===== src/rtl/video_timing_decoder.sv =====
// Receiver for a pixel-rate hsync/vsync/de stream: recovers active-area
// coordinates, measures frame geometry and tracks lock / timing errors.
module video_timing_decoder #(
    parameter int CORDW       = 10,
    parameter bit HS_POL      = 1'b0,
    parameter bit VS_POL      = 1'b0,
    parameter int LOCK_FRAMES = 2,
    parameter int TIMEOUT_W   = 12
) (
    input  logic             pix_clk,
    input  logic             rst_pix_n,
    input  logic             hsync,
    input  logic             vsync,
    input  logic             de,
    output logic             out_de,
    output logic [CORDW-1:0] out_sx,
    output logic [CORDW-1:0] out_sy,
    output logic             frame_start,
    output logic [CORDW-1:0] h_total,
    output logic [CORDW-1:0] h_active,
    output logic [CORDW-1:0] v_total,
    output logic [CORDW-1:0] v_active,
    output logic             locked,
    output logic             timing_err,
    output logic [7:0]       err_cnt
);

    typedef enum logic [1:0] {SEARCH, MEASURE, VERIFY, LOCKED} state_t;

    localparam logic [CORDW-1:0]     CMAX  = '1;
    localparam logic [TIMEOUT_W-1:0] WMAX  = '1;
    localparam int                   MCW   = $clog2(LOCK_FRAMES + 1);
    localparam logic [MCW-1:0]       MLOCK = MCW'(LOCK_FRAMES);

    function automatic logic [CORDW-1:0] sat_inc(input logic [CORDW-1:0] v);
        return (v == CMAX) ? v : v + 1'b1;
    endfunction

    // Input samples, normalised so 1 always means "sync active"
    logic hs_q, vs_q, de_q;
    logic hs_p_q, vs_p_q, de_p_q;
    logic hs_lead, vs_lead, de_fall;

    always_ff @(posedge pix_clk or negedge rst_pix_n) begin
        if (!rst_pix_n) begin
            hs_q   <= 1'b0;
            vs_q   <= 1'b0;
            de_q   <= 1'b0;
            hs_p_q <= 1'b0;
            vs_p_q <= 1'b0;
            de_p_q <= 1'b0;
        end else begin
            hs_q   <= (hsync == HS_POL);
            vs_q   <= (vsync == VS_POL);
            de_q   <= de;
            hs_p_q <= hs_q;
            vs_p_q <= vs_q;
            de_p_q <= de_q;
        end
    end

    assign hs_lead = hs_q & ~hs_p_q;
    assign vs_lead = vs_q & ~vs_p_q;
    assign de_fall = ~de_q & de_p_q;

    logic             out_de_q, out_de_d;
    logic [CORDW-1:0] sx_q, sx_d, sy_q, sy_d;
    logic             fs_q;
    logic [CORDW-1:0] line_cnt_q, line_cnt_d, act_cnt_q, act_cnt_d;
    logic [CORDW-1:0] vline_q, vline_d, vact_q, vact_d;
    logic [CORDW-1:0] last_htot_q, last_htot_d, last_hact_q, last_hact_d;
    logic [CORDW-1:0] htot_q, htot_d, hact_q, hact_d, vtot_q, vtot_d, vacto_q, vacto_d;
    logic [CORDW-1:0] vtot_now, vact_now;
    logic [TIMEOUT_W-1:0] wd_q, wd_d;
    logic             line_has_de, line_bad, frame_bad, wd_fire;

    state_t           state_q, state_d;
    logic [MCW-1:0]   match_q, match_d, match_inc;
    logic             bad_q, bad_d, bad_now;
    logic             locked_q, locked_d;
    logic             err_q, err_d;
    logic [7:0]       err_cnt_q, err_cnt_d;
    logic             store;

    // Line closes on the hsync leading edge: the lead cycle itself starts the
    // next line, so the counters reload rather than clear.
    always_comb begin
        out_de_d    = de_q;
        sx_d        = '0;
        if (de_q)
            sx_d = de_p_q ? sat_inc(sx_q) : '0;
        sy_d        = sy_q;
        if (vs_lead)
            sy_d = '0;
        else if (de_fall)
            sy_d = sat_inc(sy_q);

        line_has_de = (act_cnt_q != '0);
        line_cnt_d  = hs_lead ? CORDW'(1) : sat_inc(line_cnt_q);
        act_cnt_d   = act_cnt_q;
        if (hs_lead)
            act_cnt_d = CORDW'(de_q);
        else if (de_q)
            act_cnt_d = sat_inc(act_cnt_q);

        // A line ending together with vsync belongs to the frame that ends
        vtot_now    = hs_lead ? sat_inc(vline_q) : vline_q;
        vact_now    = (hs_lead && line_has_de) ? sat_inc(vact_q) : vact_q;
        vline_d     = vs_lead ? '0 : vtot_now;
        vact_d      = vs_lead ? '0 : vact_now;

        last_htot_d = hs_lead ? line_cnt_q : last_htot_q;
        last_hact_d = (hs_lead && line_has_de) ? act_cnt_q : last_hact_q;

        // Blanking lines carry no de, so only their total is compared
        line_bad    = hs_lead && ((line_cnt_q != htot_q) || (line_cnt_q == CMAX) ||
                      (line_has_de && ((act_cnt_q != hact_q) || (act_cnt_q == CMAX))));
        frame_bad   = (vtot_now != vtot_q) || (vact_now != vacto_q) ||
                      (vtot_now == CMAX) || (vact_now == CMAX);

        wd_d        = hs_lead ? '0 : ((wd_q == WMAX) ? wd_q : wd_q + 1'b1);
        wd_fire     = (state_q != SEARCH) && (wd_q == WMAX);
    end

    assign match_inc = match_q + 1'b1;

    always_comb begin
        state_d  = state_q;
        match_d  = match_q;
        bad_d    = bad_q;
        locked_d = locked_q;
        err_d    = 1'b0;
        store    = 1'b0;
        bad_now  = bad_q | line_bad;
        case (state_q)
            SEARCH: begin
                bad_d = 1'b0;
                if (vs_lead)
                    state_d = MEASURE;
            end
            MEASURE: begin
                if (vs_lead) begin
                    store   = 1'b1;
                    match_d = '0;
                    bad_d   = 1'b0;
                    state_d = VERIFY;
                end
            end
            VERIFY, LOCKED: begin
                // One error pulse per bad frame; the frame is then thrown away
                if (line_bad && !bad_q) begin
                    err_d    = 1'b1;
                    locked_d = 1'b0;
                end
                if (line_bad)
                    bad_d = 1'b1;
                if (vs_lead) begin
                    if (bad_now) begin
                        state_d  = MEASURE;
                        bad_d    = 1'b0;
                        locked_d = 1'b0;
                    end else if (frame_bad) begin
                        err_d    = 1'b1;
                        locked_d = 1'b0;
                        state_d  = MEASURE;
                        bad_d    = 1'b0;
                    end else if (state_q == VERIFY) begin
                        match_d = match_inc;
                        if (match_inc >= MLOCK) begin
                            state_d  = LOCKED;
                            locked_d = 1'b1;
                        end
                    end
                end
            end
            default: state_d = SEARCH;
        endcase
        if (wd_fire) begin
            err_d    = 1'b1;
            locked_d = 1'b0;
            bad_d    = 1'b0;
            state_d  = SEARCH;
        end
    end

    always_comb begin
        err_cnt_d = (err_d && (err_cnt_q != 8'hFF)) ? err_cnt_q + 8'd1 : err_cnt_q;
        htot_d    = store ? last_htot_d : htot_q;
        hact_d    = store ? last_hact_d : hact_q;
        vtot_d    = store ? vtot_now    : vtot_q;
        vacto_d   = store ? vact_now    : vacto_q;
    end

    always_ff @(posedge pix_clk or negedge rst_pix_n) begin
        if (!rst_pix_n) begin
            out_de_q    <= 1'b0;
            sx_q        <= '0;
            sy_q        <= '0;
            fs_q        <= 1'b0;
            line_cnt_q  <= '0;
            act_cnt_q   <= '0;
            vline_q     <= '0;
            vact_q      <= '0;
            last_htot_q <= '0;
            last_hact_q <= '0;
            htot_q      <= '0;
            hact_q      <= '0;
            vtot_q      <= '0;
            vacto_q     <= '0;
            wd_q        <= '0;
            state_q     <= SEARCH;
            match_q     <= '0;
            bad_q       <= 1'b0;
            locked_q    <= 1'b0;
            err_q       <= 1'b0;
            err_cnt_q   <= '0;
        end else begin
            out_de_q    <= out_de_d;
            sx_q        <= sx_d;
            sy_q        <= sy_d;
            fs_q        <= vs_lead;
            line_cnt_q  <= line_cnt_d;
            act_cnt_q   <= act_cnt_d;
            vline_q     <= vline_d;
            vact_q      <= vact_d;
            last_htot_q <= last_htot_d;
            last_hact_q <= last_hact_d;
            htot_q      <= htot_d;
            hact_q      <= hact_d;
            vtot_q      <= vtot_d;
            vacto_q     <= vacto_d;
            wd_q        <= wd_d;
            state_q     <= state_d;
            match_q     <= match_d;
            bad_q       <= bad_d;
            locked_q    <= locked_d;
            err_q       <= err_d;
            err_cnt_q   <= err_cnt_d;
        end
    end

    assign out_de      = out_de_q;
    assign out_sx      = sx_q;
    assign out_sy      = sy_q;
    assign frame_start = fs_q;
    assign h_total     = htot_q;
    assign h_active    = hact_q;
    assign v_total     = vtot_q;
    assign v_active    = vacto_q;
    assign locked      = locked_q;
    assign timing_err  = err_q;
    assign err_cnt     = err_cnt_q;

endmodule


===== config.mk =====
export PLATFORM = sky130hd
export DESIGN_NAME = video_timing_decoder
export DESIGN_NICKNAME = d
export VERILOG_FILES = /design/src/rtl/video_timing_decoder.sv
export SDC_FILE = /design/constraint.sdc
export NUM_CORES = 1
export LEC_CHECK = 0
export CAP_MARGIN = 20
export CELL_PAD_IN_SITES_DETAIL_PLACEMENT = 0
export CELL_PAD_IN_SITES_GLOBAL_PLACEMENT = 1
export CORE_MARGIN = 1
export CORE_UTILIZATION = 45
export CTS_BUF_LIST = sky130_fd_sc_hd__clkbuf_4 sky130_fd_sc_hd__clkbuf_8
export DETAILED_ROUTE_END_ITERATION = 16
export PLACE_DENSITY = 0.79
export SETUP_SLACK_MARGIN = 0.5
export SLEW_MARGIN = 0
export SYNTH_ARGS = -nofsm -noshare
export SYNTH_HDL_FRONTEND = slang
export SYNTH_SLANG_ARGS = --single-unit
export TNS_END_PERCENT = 20

===== constraint.sdc =====
create_clock -name pix_clk -period 6.5 [get_ports pix_clk]
set_input_delay 0.65 -clock pix_clk [delete_from_list [all_inputs] [get_ports pix_clk]]
set_output_delay 0.65 -clock pix_clk [all_outputs]
set_load 0.02 [all_outputs]

# Word-level counts from Yosys, hierarchy flattened
# Cells that the tools add are included.
# classes
n_eq_ne,32
n_mux,59
add_sub_neg,9
bitwise,9
shifts,0
n_reduce_logical,25
n_mul,0
n_lt_le_gt_ge,1
div,0
# op_table
op,n
10-bit 2-to-1 mux,19
10-bit equality test (second input constant),8
10-bit by 1-bit adder with 10-bit output (second input constant),6
10-bit inequality test,4
2-bit 2-to-1 mux,13
12-bit 2-to-1 mux,2
1-bit 2-to-1 mux,22
2-bit inequality test (second input constant),9
12-bit by 1-bit adder with 12-bit output (second input constant),1
12-bit equality test (second input constant),1
3-bit inequality test (second input constant),4
5-bit inequality test (second input constant),2
10-bit nonzero test,1
2-bit nonzero test,5
8-bit by 1-bit adder with 8-bit output (second input constant),1
8-bit inequality test (second input constant),1
1-bit logical AND,6
1-bit logical OR,6
2-bit one-hot mux with 3 select lines,1
6-bit AND reduction,1
1-bit NOT,5
5-bit AND reduction,1
2-bit equality test (second input constant),2
2-bit one-hot mux with 2 select lines,1
10 further kinds,13
# totals
latchBits,0
reg_bits,154
memories,0
rom_bits,0
input_bits,5
word_cells,161
ram_bits,0

# Longest topological paths before layout
# depth
ltp_word,14
ltp_mapped,13
mapped_depth_nobuf,11

# Worst setup path before layout
# OpenSTA, ideal clock, no wires.
# synth_path
kind,register to register
startpoint,register act_cnt_q[0]
endpoint,register state_q[0]
path_slack_ns,3.550
path_stages_with_launch,13
n_path_buf,1
arrival_time_ns,2.794
t_required_ns,6.344
cell_sequence,dfrtp_1 inv_1 ha_1 nor4b_4 a311oi_1 mux2i_2 xor2_1 o211ai_1 a2111oi_4 nand4_4 buf_6 o31ai_4 o31ai_1
# synth_via
elab_chain_len,12
word_cells_on_any_way,23
cone_classes,eq/ne: 6; mux: 6; bitwise: 1; reduce/logical: 10
# synth_lines
item,line,text
from (decl),69,"logic [CORDW-1:0] line_cnt_q, line_cnt_d, act_cnt_q, act_cnt_d;"
from (signal assigned),223,act_cnt_q <= act_cnt_d;
10-bit nonzero test,98,line_has_de = (act_cnt_q != '0);
1-bit logical AND,108,vact_now = (hs_lead && line_has_de) ? sat_inc(vact_q) : vact_q;
10-bit 2-to-1 mux,108,
10-bit inequality test,118,frame_bad = (vtot_now != vtot_q) || (vact_now != vacto_q) ||
1-bit logical OR (2 in series),118,
1-bit logical OR,119,(vtot_now == CMAX) || (vact_now == CMAX);
2-bit 2-to-1 mux,162,end else if (frame_bad) begin
2-bit 2-to-1 mux,158,if (bad_now) begin
2-bit 2-to-1 mux,157,if (vs_lead) begin
2-bit one-hot mux with 3 select lines,135,case (state_q)
2-bit 2-to-1 mux,178,if (wd_fire) begin
to (signal assigned),233,state_q <= state_d;
to (decl),77,"state_t state_q, state_d;"
# Several ways; a longest one is shown, not always the timed one. The select of a mux whose other input is x is not followed.
# A chain may end at the register's enable or synchronous reset.

# Final worst setup path
# layout_path
startpoint,register hs_p_q
endpoint,register state_q[1]
# layout_via
elab_chain_len,13
word_cells_on_any_way,22
cone_classes,eq/ne: 6; mux: 7; bitwise: 3; reduce/logical: 6
# layout_lines
item,line,text
from (decl),41,"logic hs_p_q, vs_p_q, de_p_q;"
from (signal assigned),56,hs_p_q <= hs_q;
1-bit NOT (*),62,assign hs_lead = hs_q & ~hs_p_q;
1-bit bitwise AND (*),62,
1-bit logical AND,108,
10-bit 2-to-1 mux,108,
10-bit inequality test,118,
1-bit logical OR (2 in series),118,
1-bit logical OR,119,
2-bit 2-to-1 mux,162,
2-bit 2-to-1 mux,158,
2-bit 2-to-1 mux,157,
2-bit one-hot mux with 3 select lines,135,
2-bit 2-to-1 mux,178,
# Every way passes the cells marked *; elsewhere a longest branch is shown, timed or not. The select of a mux whose other input is x is not followed.

==> flow_metrics.tcl <==
set metrics [dict create \
    outcome "finished clean" \
    wl_per_cell_um 16.5 \
    yosys_register_bits 154 \
    fin_tns_setup_ns 0 \
    htree_levels 4 \
    die_area_um2 18700 \
    syn_nets 857 \
    die_height_um 137 \
    grt_pass1_vias 6360 \
    dp_hpwl_um 13000 \
    ys.warnings.count 0 \
    cp_slowest_cell "a31oi_2" \
    drv_cap 0 \
    nets 918 \
    period_needed_ns 4.19 \
    synth_async_sr_flop_share_pct 100 \
    cts.clk_slew.worst_paths_ns 0.09 \
    cts_made_buffers 17 \
    endpoint_kind "flip-flop" \
    ys_types 74 \
    diodes 0 \
    num_vias 6401 \
    avgSynthCellArea_um2 9.76 \
    grt_usage_pct 21.5 \
    clk_path_buf_depth 2 \
    cts-resized-gates 0 \
    postRouteAntennaNets 0 \
    nFillCells 1591 \
    drt_first_pass_iters 5 \
    hp-class "input pin to asynchronous set/reset pin" \
    dp.cells 1106 \
    antenna_found_initial 0 \
    post-cts-setup-buffers 0 \
    stdcell_count 1138 \
    place_congestion 0.877 \
    ys_seq_area_share_pct 47.1 \
    cp.required_ns 6.86 \
    max_freq_mhz 239 \
    synthFlopType "dfrtp_1" \
    setup_viol 0 \
    area.growth.synth_to_final_pct 15.7 \
    synth_area_leaders "dfrtp_1, xor2_1, nor2_1, nand2_1, xnor2_1" \
    ir_drop_v 0.000161 \
    hold_viol 0 \
    clk_latency_ns 0.46 \
    start_kind "flip-flop" \
    drcViolationCount 0 \
    drive_above_1_share_pct 10.6 \
    viasPerCell 5.62 \
    max-slew-margin-rel_pct 36.4 \
    rows 48 \
    routed_wl_um 18800 \
    yosysTopAreaCell "dfrtp_1" \
    reg2reg_setup_slack_ns 2.31 \
    overflow 0 \
    io_pins 77 \
    yosysTopAreaCellShare_pct 47.1 \
    p_leak_uw 0.00421 \
    start_util_pct 46.7 \
    die_width_um 137 \
    cts_tree "done" \
    cts_hold_buffers 0 \
    clock-root-buffer "clkbuf_8" \
    drt_iter0_markers 439 \
    synthCells 839 \
    worst_pin_slew_ns 0.954 \
    grt_pass1_wl_um 31300 \
    path_class "flip-flop to flip-flop" \
    grt_max_degree 84 \
    port_buffers 76 \
    core_um2 17500 \
    final_cell_mix "dfrtp_1, nor2_1, nand2_1" \
    fin_skew_ns 0.0161 \
    final_common_cell "dfrtp_1" \
    crit_path_max_incr_delay_ns 0.83 \
    numClockSinks 154 \
    cp_max_fo 23 \
    cellPowerDensity_nw_per_um2 286 \
    slew_viol_final 0 \
    syn-cell-area_um2 8190 \
    rsz0062_at_grt "false" \
    worstPathCellList "nand2b_1 > a31oi_2 > buf_4 > nand3_2 > a222oi_1 > o211ai_1 > a2111oi_4 > nand4_4 > o22a_1 > a32o_1" \
    synth_edf_count 0 \
    crit_arrival_ns 4.55 \
    post-route-period-util_pct 64.5 \
]
## worst paths after layout
| kind | start | end | cells after the start |
|---|---|---|---|
| worst max-delay path | hs_p_q | state_q[1] | 10 |
| worst min-delay path | rst_pix_n | line_cnt_q[4] | 1 |
| worst max register to register | hs_p_q | state_q[1] | 10 |
| worst min register to register | vs_q | vs_p_q | 0 |
| max in group asynchronous | rst_pix_n | vline_q[9] | 2 |
| min in group pix_clk | vs_q | vs_p_q | 0 |
## cell type report
class                   instances  area (um2)  area share, %
well taps                     225         282           2.97
repair buffers                 82         810           8.54
flip-flops and latches        154        3850           40.7
multi-input cells             625        4070           42.9
clock buffers                  17         234           2.47
inverters                      20        75.1          0.792
clock inverters                15         155           1.64
## layer usage
layer / track usage (%) / part of all wire [%]
met3: 4.37 / 4.0
met2: 35.3 / 49
met4: 8.42 / 2.3
met1: 27.9 / 45
met5: 0 / 0
## state kept, by name (all words and copies together), names as in the netlist, 2 cells and up
signal / count
act_cnt_q: 10
err_cnt: 8
h_active: 10
h_total: 10
last_hact_q: 10
last_htot_q: 10
line_cnt_q: 10
match_q: 2
out_sx: 10
out_sy: 10
state_q: 2
v_active: 10
v_total: 10
vact_q: 10
vline_q: 10
wd_q: 12
## power by group
group	switching, uW	internal [uW]
sequential	151	1070
combinational	423	348
clock	404	317
## critical path, delay by kind of cell (launching register included)
family	cells	cell delay [ns]
buffers and inverters	1	0.32
AO/OA/AOI/OAI	6	2.28
AND/OR/NAND/NOR	3	1.06
flip-flops	1	0.42
## metrics by stage
step	setup WS, ns	total power [uW]	hold slack, ns	util (%)	cell area, um2
2_1_floorplan	3.55	1750	0.354	-	8190
3_3_place_gp	2.46	1990	0.364	51.8	9080
3_5_place_dp	2.25	2010	0.371	51.8	9090
4_1_cts	2.24	2740	0.253	54.1	9480
5_1_grt	1.99	2880	0.269	54.1	9480
6_report	2.31	2710	0.201	54.1	9480
## logic make-up after synthesis
| family | count (synthesis) | synth area share, % |
|---|---|---|
| DFF | 154 | 47.1 |
| adders and majority gates | 13 | 1.99 |
| muxes | 46 | 6.14 |
| AOI/OAI and AO/OA | 121 | 10.4 |
| xor gates and xnor gates | 86 | 9.20 |
| and+or+nand+nor | 359 | 21.9 |
| buffers and inverters | 60 | 3.31 |
## synthesized netlist by cell type (all sizes together), types with 10 or more instances
cell,count
a21oi,25
a31oi,10
and3,21
buf,20
clkbuf,20
dfrtp,154
ha,13
inv,20
mux2,31
mux2i,15
nand2,104
nand3,36
nand4,24
nor2,104
nor3,19
o21ai,34
xnor2,41
xor2,45
(Power assumes the default switching activity.)
